===== src/rtl/bp_stage.sv =====
// bp_stage: next-PC predictor (direct-mapped BTB + gshare PHT) with
// AGEX-driven training and misprediction flush toward fetch.
module bp_stage #(
   parameter int          DBITS        = 32,
   parameter int          BTB_IDX_BITS = 4,
   parameter int          GHR_BITS     = 8,
   parameter logic [31:0] STARTPC      = 32'h100
) (
   input  logic             clk,
   input  logic             reset,
   input  logic [DBITS-1:0] fe_pc,
   input  logic             agex_valid,
   input  logic             agex_is_branch,
   input  logic             agex_taken,
   input  logic [DBITS-1:0] agex_pc,
   input  logic [DBITS-1:0] agex_target,
   input  logic [DBITS-1:0] agex_pred_npc,
   output logic [DBITS:0]   from_BP_to_FE,
   output logic [31:0]      bp_branch_cnt,
   output logic [31:0]      bp_mispred_cnt
);
   localparam int TAG_W = DBITS - BTB_IDX_BITS - 2;
   localparam int BTB_N = 1 << BTB_IDX_BITS;
   localparam int PHT_N = 1 << GHR_BITS;

   logic [BTB_N-1:0]        btb_valid_q, btb_valid_d;
   logic [TAG_W-1:0]        btb_tag_q [BTB_N];
   logic [TAG_W-1:0]        btb_tag_d [BTB_N];
   logic [DBITS-1:0]        btb_tgt_q [BTB_N];
   logic [DBITS-1:0]        btb_tgt_d [BTB_N];
   logic [1:0]              pht_q [PHT_N];
   logic [1:0]              pht_d [PHT_N];
   logic [GHR_BITS-1:0]     ghr_q, ghr_d;
   logic [31:0]             br_cnt_q, br_cnt_d, mp_cnt_q, mp_cnt_d;

   logic [BTB_IDX_BITS-1:0] fe_bidx, ag_bidx;
   logic [GHR_BITS-1:0]     fe_pidx, ag_pidx;
   logic                    btb_hit, pred_taken, resolve, mispredict;
   logic [DBITS-1:0]        pred_npc, actual_npc;
   logic [1:0]              ctr;
   logic                    unused_startpc;

   assign unused_startpc = ^STARTPC;

   assign fe_bidx    = fe_pc[BTB_IDX_BITS+1:2];
   assign fe_pidx    = fe_pc[GHR_BITS+1:2] ^ ghr_q;
   assign btb_hit    = btb_valid_q[fe_bidx] && (btb_tag_q[fe_bidx] == fe_pc[DBITS-1:BTB_IDX_BITS+2]);
   assign pred_taken = btb_hit && pht_q[fe_pidx][1];
   assign pred_npc   = pred_taken ? btb_tgt_q[fe_bidx] : fe_pc + DBITS'(4);

   assign ag_bidx    = agex_pc[BTB_IDX_BITS+1:2];
   assign ag_pidx    = agex_pc[GHR_BITS+1:2] ^ ghr_q;
   assign resolve    = agex_valid && agex_is_branch;
   assign actual_npc = agex_taken ? agex_target : agex_pc + DBITS'(4);
   assign mispredict = resolve && (actual_npc != agex_pred_npc);
   assign ctr        = pht_q[ag_pidx];

   assign from_BP_to_FE  = mispredict ? {1'b1, actual_npc} : {1'b0, pred_npc};
   assign bp_branch_cnt  = br_cnt_q;
   assign bp_mispred_cnt = mp_cnt_q;

   always_comb begin
      btb_valid_d = btb_valid_q;
      btb_tag_d   = btb_tag_q;
      btb_tgt_d   = btb_tgt_q;
      pht_d       = pht_q;
      ghr_d       = resolve ? {ghr_q[GHR_BITS-2:0], agex_taken} : ghr_q;
      br_cnt_d    = br_cnt_q + {31'd0, resolve};
      mp_cnt_d    = mp_cnt_q + {31'd0, mispredict};
      if (resolve) begin
         pht_d[ag_pidx] = agex_taken ? ((ctr == 2'd3) ? 2'd3 : ctr + 2'd1)
                                     : ((ctr == 2'd0) ? 2'd0 : ctr - 2'd1);
         // Only taken outcomes allocate; not-taken entries would never redirect fetch.
         if (agex_taken) begin
            btb_valid_d[ag_bidx] = 1'b1;
            btb_tag_d[ag_bidx]   = agex_pc[DBITS-1:BTB_IDX_BITS+2];
            btb_tgt_d[ag_bidx]   = agex_target;
         end
      end
   end

   always_ff @(posedge clk) begin
      if (reset) begin
         btb_valid_q <= '0;
         pht_q       <= '{default: 2'b01};
         ghr_q       <= '0;
         br_cnt_q    <= '0;
         mp_cnt_q    <= '0;
      end else begin
         btb_valid_q <= btb_valid_d;
         btb_tag_q   <= btb_tag_d;
         btb_tgt_q   <= btb_tgt_d;
         pht_q       <= pht_d;
         ghr_q       <= ghr_d;
         br_cnt_q    <= br_cnt_d;
         mp_cnt_q    <= mp_cnt_d;
      end
   end
endmodule


===== config.mk =====
export PLATFORM = sky130hd
export DESIGN_NAME = bp_stage
export DESIGN_NICKNAME = d
export VERILOG_FILES = /design/src/rtl/bp_stage.sv
export SDC_FILE = /design/constraint.sdc
export NUM_CORES = 2
export LEC_CHECK = 0
export ABC_AREA = 1
export ABC_CLOCK_PERIOD_IN_PS = 5500
export CAP_MARGIN = 20
export CORE_UTILIZATION = 30
export DETAILED_ROUTE_END_ITERATION = 7
export DONT_BUFFER_PORTS = 1
export HOLD_SLACK_MARGIN = 0.05
export PLACE_DENSITY = 0.42
export SLEW_MARGIN = 0
export SYNTH_ARGS = -nofsm -noshare
export SYNTH_HDL_FRONTEND = slang
export SYNTH_SLANG_ARGS = --single-unit

===== constraint.sdc =====
create_clock -name clk -period 5.5 [get_ports clk]
set_clock_uncertainty 0.2 [all_clocks]
set_input_delay 0.825 -clock clk [delete_from_list [all_inputs] [get_ports clk]]
set_output_delay 0.825 -clock clk [all_outputs]
set_load 0.005 [all_outputs]

Yosys cells after proc, flatten, opt, wreduce, memory -nomap -nowiden
Index checks and enable logic that the tools add are counted.
{"block": "word_totals", "input_bits": 133, "latch_bits": 0, "output_inout_bits": 97, "n_memories": 0, "mem_bits_rw": 0, "wordCells": 359, "ff_bits": 1528, "mem_bits_ro": 0}
{"block": "classes", "n_div": 0, "n_shift": 0, "n_reduce_logical": 10, "magnitude_cmp": 9, "n_mul": 0, "eq_ne": 3, "bitwise_logic": 8, "mux": 31, "n_addsub": 6}
{"operator": "512-bit bitwise mux", "count": 2}
{"operator": "416-bit bitwise mux", "count": 1}
{"operator": "32-bit two-way mux", "count": 5}
{"operator": "32-bit binary-select mux with 4-bit select", "count": 1}
{"operator": "32-bit demux with 4-bit select", "count": 1}
{"operator": "26-bit binary-select mux with 4-bit select", "count": 1}
{"operator": "26-bit demux with 4-bit select", "count": 1}
{"operator": "26-bit two-way mux", "count": 3}
{"operator": "32-bit by 1-bit adder with 32-bit output", "count": 2}
{"operator": "32-bit by 3-bit adder with 32-bit output (second input constant)", "count": 2}
{"operator": "33-bit two-way mux", "count": 1}
{"operator": "2-bit binary-select mux with 8-bit select", "count": 2}
{"operator": "32-bit inequality test", "count": 1}
{"operator": "26-bit == test", "count": 1}
{"operator": "9-bit greater-or-equal comparator (second input constant)", "count": 2}
{"operator": "8-bit NOT with 9-bit output", "count": 2}
{"operator": "2-bit demux with 8-bit select", "count": 1}
{"operator": "2-bit two-way mux", "count": 8}
{"operator": "16-bit bitwise OR", "count": 1}
{"operator": "8-bit XOR", "count": 2}
{"operator": "5-bit greater-or-equal comparator (second input constant)", "count": 2}
{"operator": "4-bit by 5-bit < comparator with 1-bit output (second input constant)", "count": 2}
{"operator": "4-bit NOT with 5-bit output", "count": 2}
{"operator": "9-bit by 1-bit < comparator with 1-bit output (second input constant)", "count": 1}
{"operator": "13 further kinds", "count": 20}

Depth between registers and ports, before layout
{"block": "logic_depth", "word_depth": 9, "ltp_mapped": 33, "mapped_depth_nobuf": 31}

Least setup slack after synthesis
OpenSTA, ideal clock, no wires.
{"block": "synth_path", "path_type": "input to register", "startpoint": "input agex_taken", "endpoint": "register btb_tag_q[100] (netlist name) (enable)", "path_buffers": 3, "arrival_ps": 4647, "path_stages": 9, "required_ps": 4826, "path_slack_ps": 179, "setup_ps": 474, "cell_sequence": "clkbuf_1 -> clkinv_1 -> clkbuf_1 -> clkbuf_1 -> nor2_1 -> inv_1 -> nor2_1 -> nand2_1 -> nor2_1"}
{"block": "synth_between", "elab_chain_cells": 1}
{"item": "start: declaration", "line_no": "14", "text": "input logic agex_taken,"}
{"item": "3-bit AND reduction (no source line)"}
{"item": "end signal: assignment", "line_no": "91", "text": "btb_tag_q <= btb_tag_d;"}
{"item": "end: declaration", "line_no": "27", "text": "logic [TAG_W-1:0] btb_tag_q [BTB_N];"}
No other way between the ends.
A chain may end at the register's enable or synchronous reset.

Worst setup path in the final report
{"block": "layout_path", "startpoint": "input fe_pc[2]", "endpoint": "output from_BP_to_FE[19]"}
{"block": "layout_between", "elab_chain_cells": 9, "elab_cells_between_ends": 20, "cone_classes": "add/sub: 1; eq/ne: 1; mux: 13; bitwise: 3; reduce/logical: 2"}
{"item": "start: declaration", "line_no": "11", "text": "input logic [DBITS-1:0] fe_pc,"}
{"item": "branches (longest 7 deep; another with 8-bit NOT with 9-bit output)"}
{"item": "32-bit two-way mux *", "line_no": "49", "text": "assign pred_npc = pred_taken ? btb_tgt_q[fe_bidx] : fe_pc + DBITS'(4);"}
{"item": "33-bit two-way mux *", "line_no": "58", "text": "assign from_BP_to_FE = mispredict ? {1'b1, actual_npc} : {1'b0, pred_npc};"}
{"item": "end: declaration", "line_no": "18", "text": "output logic [DBITS:0] from_BP_to_FE,"}
Every way passes the cells marked *. The select of a mux whose other input is x is not followed.

==> impl_metrics.py <==
metrics = {
    "synthesis": {
        "yosysSeqAreaShare_pct": 55.1,
        "ys_ff_latch": 1528,
        "synth.net_count": 9227,
        "synth_cells": 9085,
        "synth.avg_cell_area_um2": 7.97,
        "synth_xor_area_share_pct": 0.895,
        "synth_compound_area_share_pct": 10.5,
        "async_flop_share_pct": 0,
        "yosys_warnings": 0,
        "ys.flop_type": "edfxtp_1",
        "synthDistinctLibCells": 40,
        "syn_area_mm2": 0.0724,
        "synthAdderAreaFrac_pct": 0.156,
        "synth_mux_area_share_pct": 0,
        "yosys.area_share.simple_pct": 26.5,
        "synth_edf_count": 928,
        "synth_top_family_by_area": "simple AND/OR/NAND/NOR gates",
    },
    "floorplan": {
        "ioPinCount": 230,
        "die_x_um": 493,
        "start_util_pct": 30.3,
        "dieArea_mm2": 0.243,
        "num_rows": 179,
        "core_area_mm2": 0.239,
        "chipHeight_um": 493,
    },
    "timing": {
        "fin_ws_ps": 132,
        "tightest_slew_ps": 1270,
        "post-route-min-period_ps": 5370,
        "hold_slack_ps": 183,
        "max_freq_mhz": 186,
        "drv_slew": 0,
        "post-route-period-util_pct": 97.6,
        "relSlewSlack_pct": 15.6,
        "rsz0062_at_grt": "false",
        "hold_viol_final": 0,
        "tns_ps": 0,
        "setup_viol": 0,
    },
    "routing": {
        "drt-initial-drc-count": 4892,
        "dr.pass1.iters": 6,
        "wire_per_inst_um": 23.2,
        "drcViolationCount": 0,
        "wl_mm": 287,
        "postRouteAntennaNets": 0,
        "avgViaCountPerCell": 4.95,
        "vias": 61200,
    },
    "worst_setup_path": {
        "worst_ep_arrival_time_ps": 4340,
        "crit_slowest_cell": "buf_4",
        "crit_family": "simple AND/OR/NAND/NOR gates",
        "cp_max_fo": 490,
        "critPathCaptureType": "output pin",
        "path_class": "in -> out",
        "max_stage_delay_ps": 460,
        "crit_buf_inv": 3,
        "crit_required_ps": 4470,
        "path_common_cell": "nand2_1",
        "critical_path.cell_chain": "inv_8, buf_4, nand2_1, nand2_1, nand2_1, nand3_1, nand3_1, nand3_1, nand2_1, nor2_1, nand2_1, nor2_1, nand2_1, nor2_4, buf_4, nand4_1, nand3_1, nand2_1",
        "cp-start-kind": "input pin",
    },
    "global_route": {
        "grtUsageTotal_pct": 23.1,
        "grt_pass1_wl_mm": 415,
        "grt_max_degree": 491,
        "grt_pass1_vias": 58500,
        "overflow": 0,
        "antenna_found_initial": 26,
    },
    "clocking": {
        "tritoncts": "yes",
        "cts_root_buf": "clkbuf_16",
        "clock-sinks": 1528,
        "cts_made_buffers": 180,
        "clock_latency_ps": 850,
        "clkTransAtPathRegs_ps": 60,
        "htree_num_levels": 4,
        "clockBufferDepth": 3,
    },
    "placement": {
        "port_buffers": 0,
        "dp_hpwl_mm": 169,
        "finalWeightedCongestion": 0.913,
        "pre_cts_ws_ps": 315,
    },
    "finish": {
        "post-route-util_pct": 34.9,
        "area_growth_pct": 15.0,
        "drive_above_1_share_pct": 6.11,
        "nets": 9180,
    },
    "power_and_ir_drop": {
        "power.total_mw": 27.8,
        "peakVddDrop_mv": 0.254,
        "p_per_area_mw_per_mm2": 334,
        "p_leak_nw": 32.9,
    },
    "status": {
        "status": "finished, final reports clean",
    },
    "run": {
        "maxCapViolCount": 0,
    },
    "hold_path": {
        "min_path_type": "in -> reg",
    },
}
## where the power goes
part           switching (mW)  internal, mW
Sequential             0.0200          12.2
Combinational            2.57         0.933
Clock                    5.19          6.95
## cells by family after synthesis
| group | count (synthesis) |
|---|---|
| simple gates | 4849 |
| flops | 1528 |
| compound gates | 1406 |
| buf+inv | 1219 |
| xor+xnor | 74 |
| fa+ha+maj | 9 |
## cells in the mapped netlist, types with 9 or more instances
library cell / count / area share, %
ha_1: 9 / 0.16
or2_2: 17 / 0.15
nor3_1: 38 / 0.26
buf_2: 97 / 0.67
nor2_1: 1504 / 7.8
xnor2_1: 28 / 0.34
o21ai_1: 31 / 0.21
o21ai_0: 793 / 5.5
o211ai_1: 78 / 0.81
clkbuf_1: 322 / 1.7
xor2_1: 46 / 0.56
buf_4: 35 / 0.36
nand3b_1: 20 / 0.21
dfxtp_1: 600 / 17
nor4_1: 11 / 0.095
o221ai_1: 35 / 0.42
edfxtp_1: 928 / 38
a221oi_1: 11 / 0.13
inv_2: 9 / 0.047
buf_6: 24 / 0.37
a21oi_1: 340 / 2.4
nand4_1: 74 / 0.64
inv_1: 694 / 3.6
nand3_1: 449 / 3.1
a31oi_1: 12 / 0.10
o22ai_1: 96 / 0.83
nand2_1: 2722 / 14
buf_1: 35 / 0.18
## path summary, 6_finish.rpt
kind | start | cells after the start | slack, ps | to
max | fe_pc[2] | 18 | 130 | from_BP_to_FE[19]
min | reset | 2 | 180 | pht_q[96]$_SDFFE_PP1P_
min reg2reg | pht_q[498]$_SDFFE_PP1P_ | 2 | 270 | pht_q[498]$_SDFFE_PP1P_
max reg2reg | ghr_q[0]$_SDFFE_PP0P_ | 21 | 900 | pht_q[7]$_SDFFE_PP0P_
## final cells by class
cell class | count | area, um^2
Clock inverter | 85 | 1060
Fill cell | 24700 | 156000
Sequential cell | 1528 | 39900
Antenna cell | 22 | 55.1
Clock buffer | 234 | 4920
Tap cell | 3167 | 3960
Timing Repair Buffer | 284 | 2920
Inverter | 706 | 2680
Multi-Input combinational cell | 6338 | 27800
## through the flow
stage                     std cells  area (um^2)
after floorplan                9085        72400
after global placement        12000        76600
after detailed placement      12000        76600
after CTS                     12300        83200
after global routing          12400        83300
final                         12400        83300
## what timing repair did
action	CTS	global route
hold endpoints to repair	987	0
resized for setup	1	3
pin swaps	0	0
buffers inserted	0	0
endpoints found under the setup margin	15	31
hold buffers	59	0
## routing by layer
| layer | global-route usage (%) | vias to the layer above | share of wire [%] |
|---|---|---|---|
| li1 | - | 29700 | - |
| met1 | 30.0 | 29500 | 44 |
| met2 | 39.0 | 1676 | 48 |
| met3 | 4.75 | 362 | 6.4 |
| met4 | 5.99 | 16 | 2.2 |
| met5 | 0 | - | 0.043 |
## state kept, by name, indices dropped and copies added (netlist names)
register	count
bp_branch_cnt	32
bp_mispred_cnt	32
btb_tag_q	416
btb_tgt_q	512
btb_valid_q	16
ghr_q	8
pht_q	512
## cell usage in the layout (no fill, tap or decap), types with 4 or more instances in the layout
cell / Yosys / final
edfxtp_1: 928 / 928
xnor2_1: 28 / 24
clkinv_1: 3 / 24
xnor2_2: 0 / 4
buf_4: 35 / 174
or2_2: 17 / 17
buf_12: 0 / 49
clkinvlp_4: 0 / 6
o21ai_0: 793 / 793
diode_2: 0 / 22
bufinv_16: 0 / 13
nand2_1: 2722 / 2719
clkbuf_8: 0 / 21
dfxtp_1: 600 / 599
a31oi_1: 12 / 12
dlygate4sd3_1: 0 / 58
o22ai_1: 96 / 96
clkbuf_16: 0 / 180
nor4_1: 11 / 11
o211ai_1: 78 / 78
o21a_1: 4 / 4
o21ai_1: 31 / 31
nor2_4: 2 / 24
clkbuf_1: 322 / 33
nand3b_1: 20 / 20
inv_1: 694 / 693
nand4_1: 74 / 74
nand2_4: 0 / 4
ha_1: 9 / 9
nor2_1: 1504 / 1482
nand3_1: 449 / 446
o221ai_1: 35 / 35
clkinv_2: 0 / 28
inv_2: 9 / 7
a21oi_1: 340 / 340
clkinv_16: 0 / 11
a221oi_1: 11 / 11
xor2_1: 46 / 44
nor3_1: 38 / 38
Power figures use the tool's default switching activity.
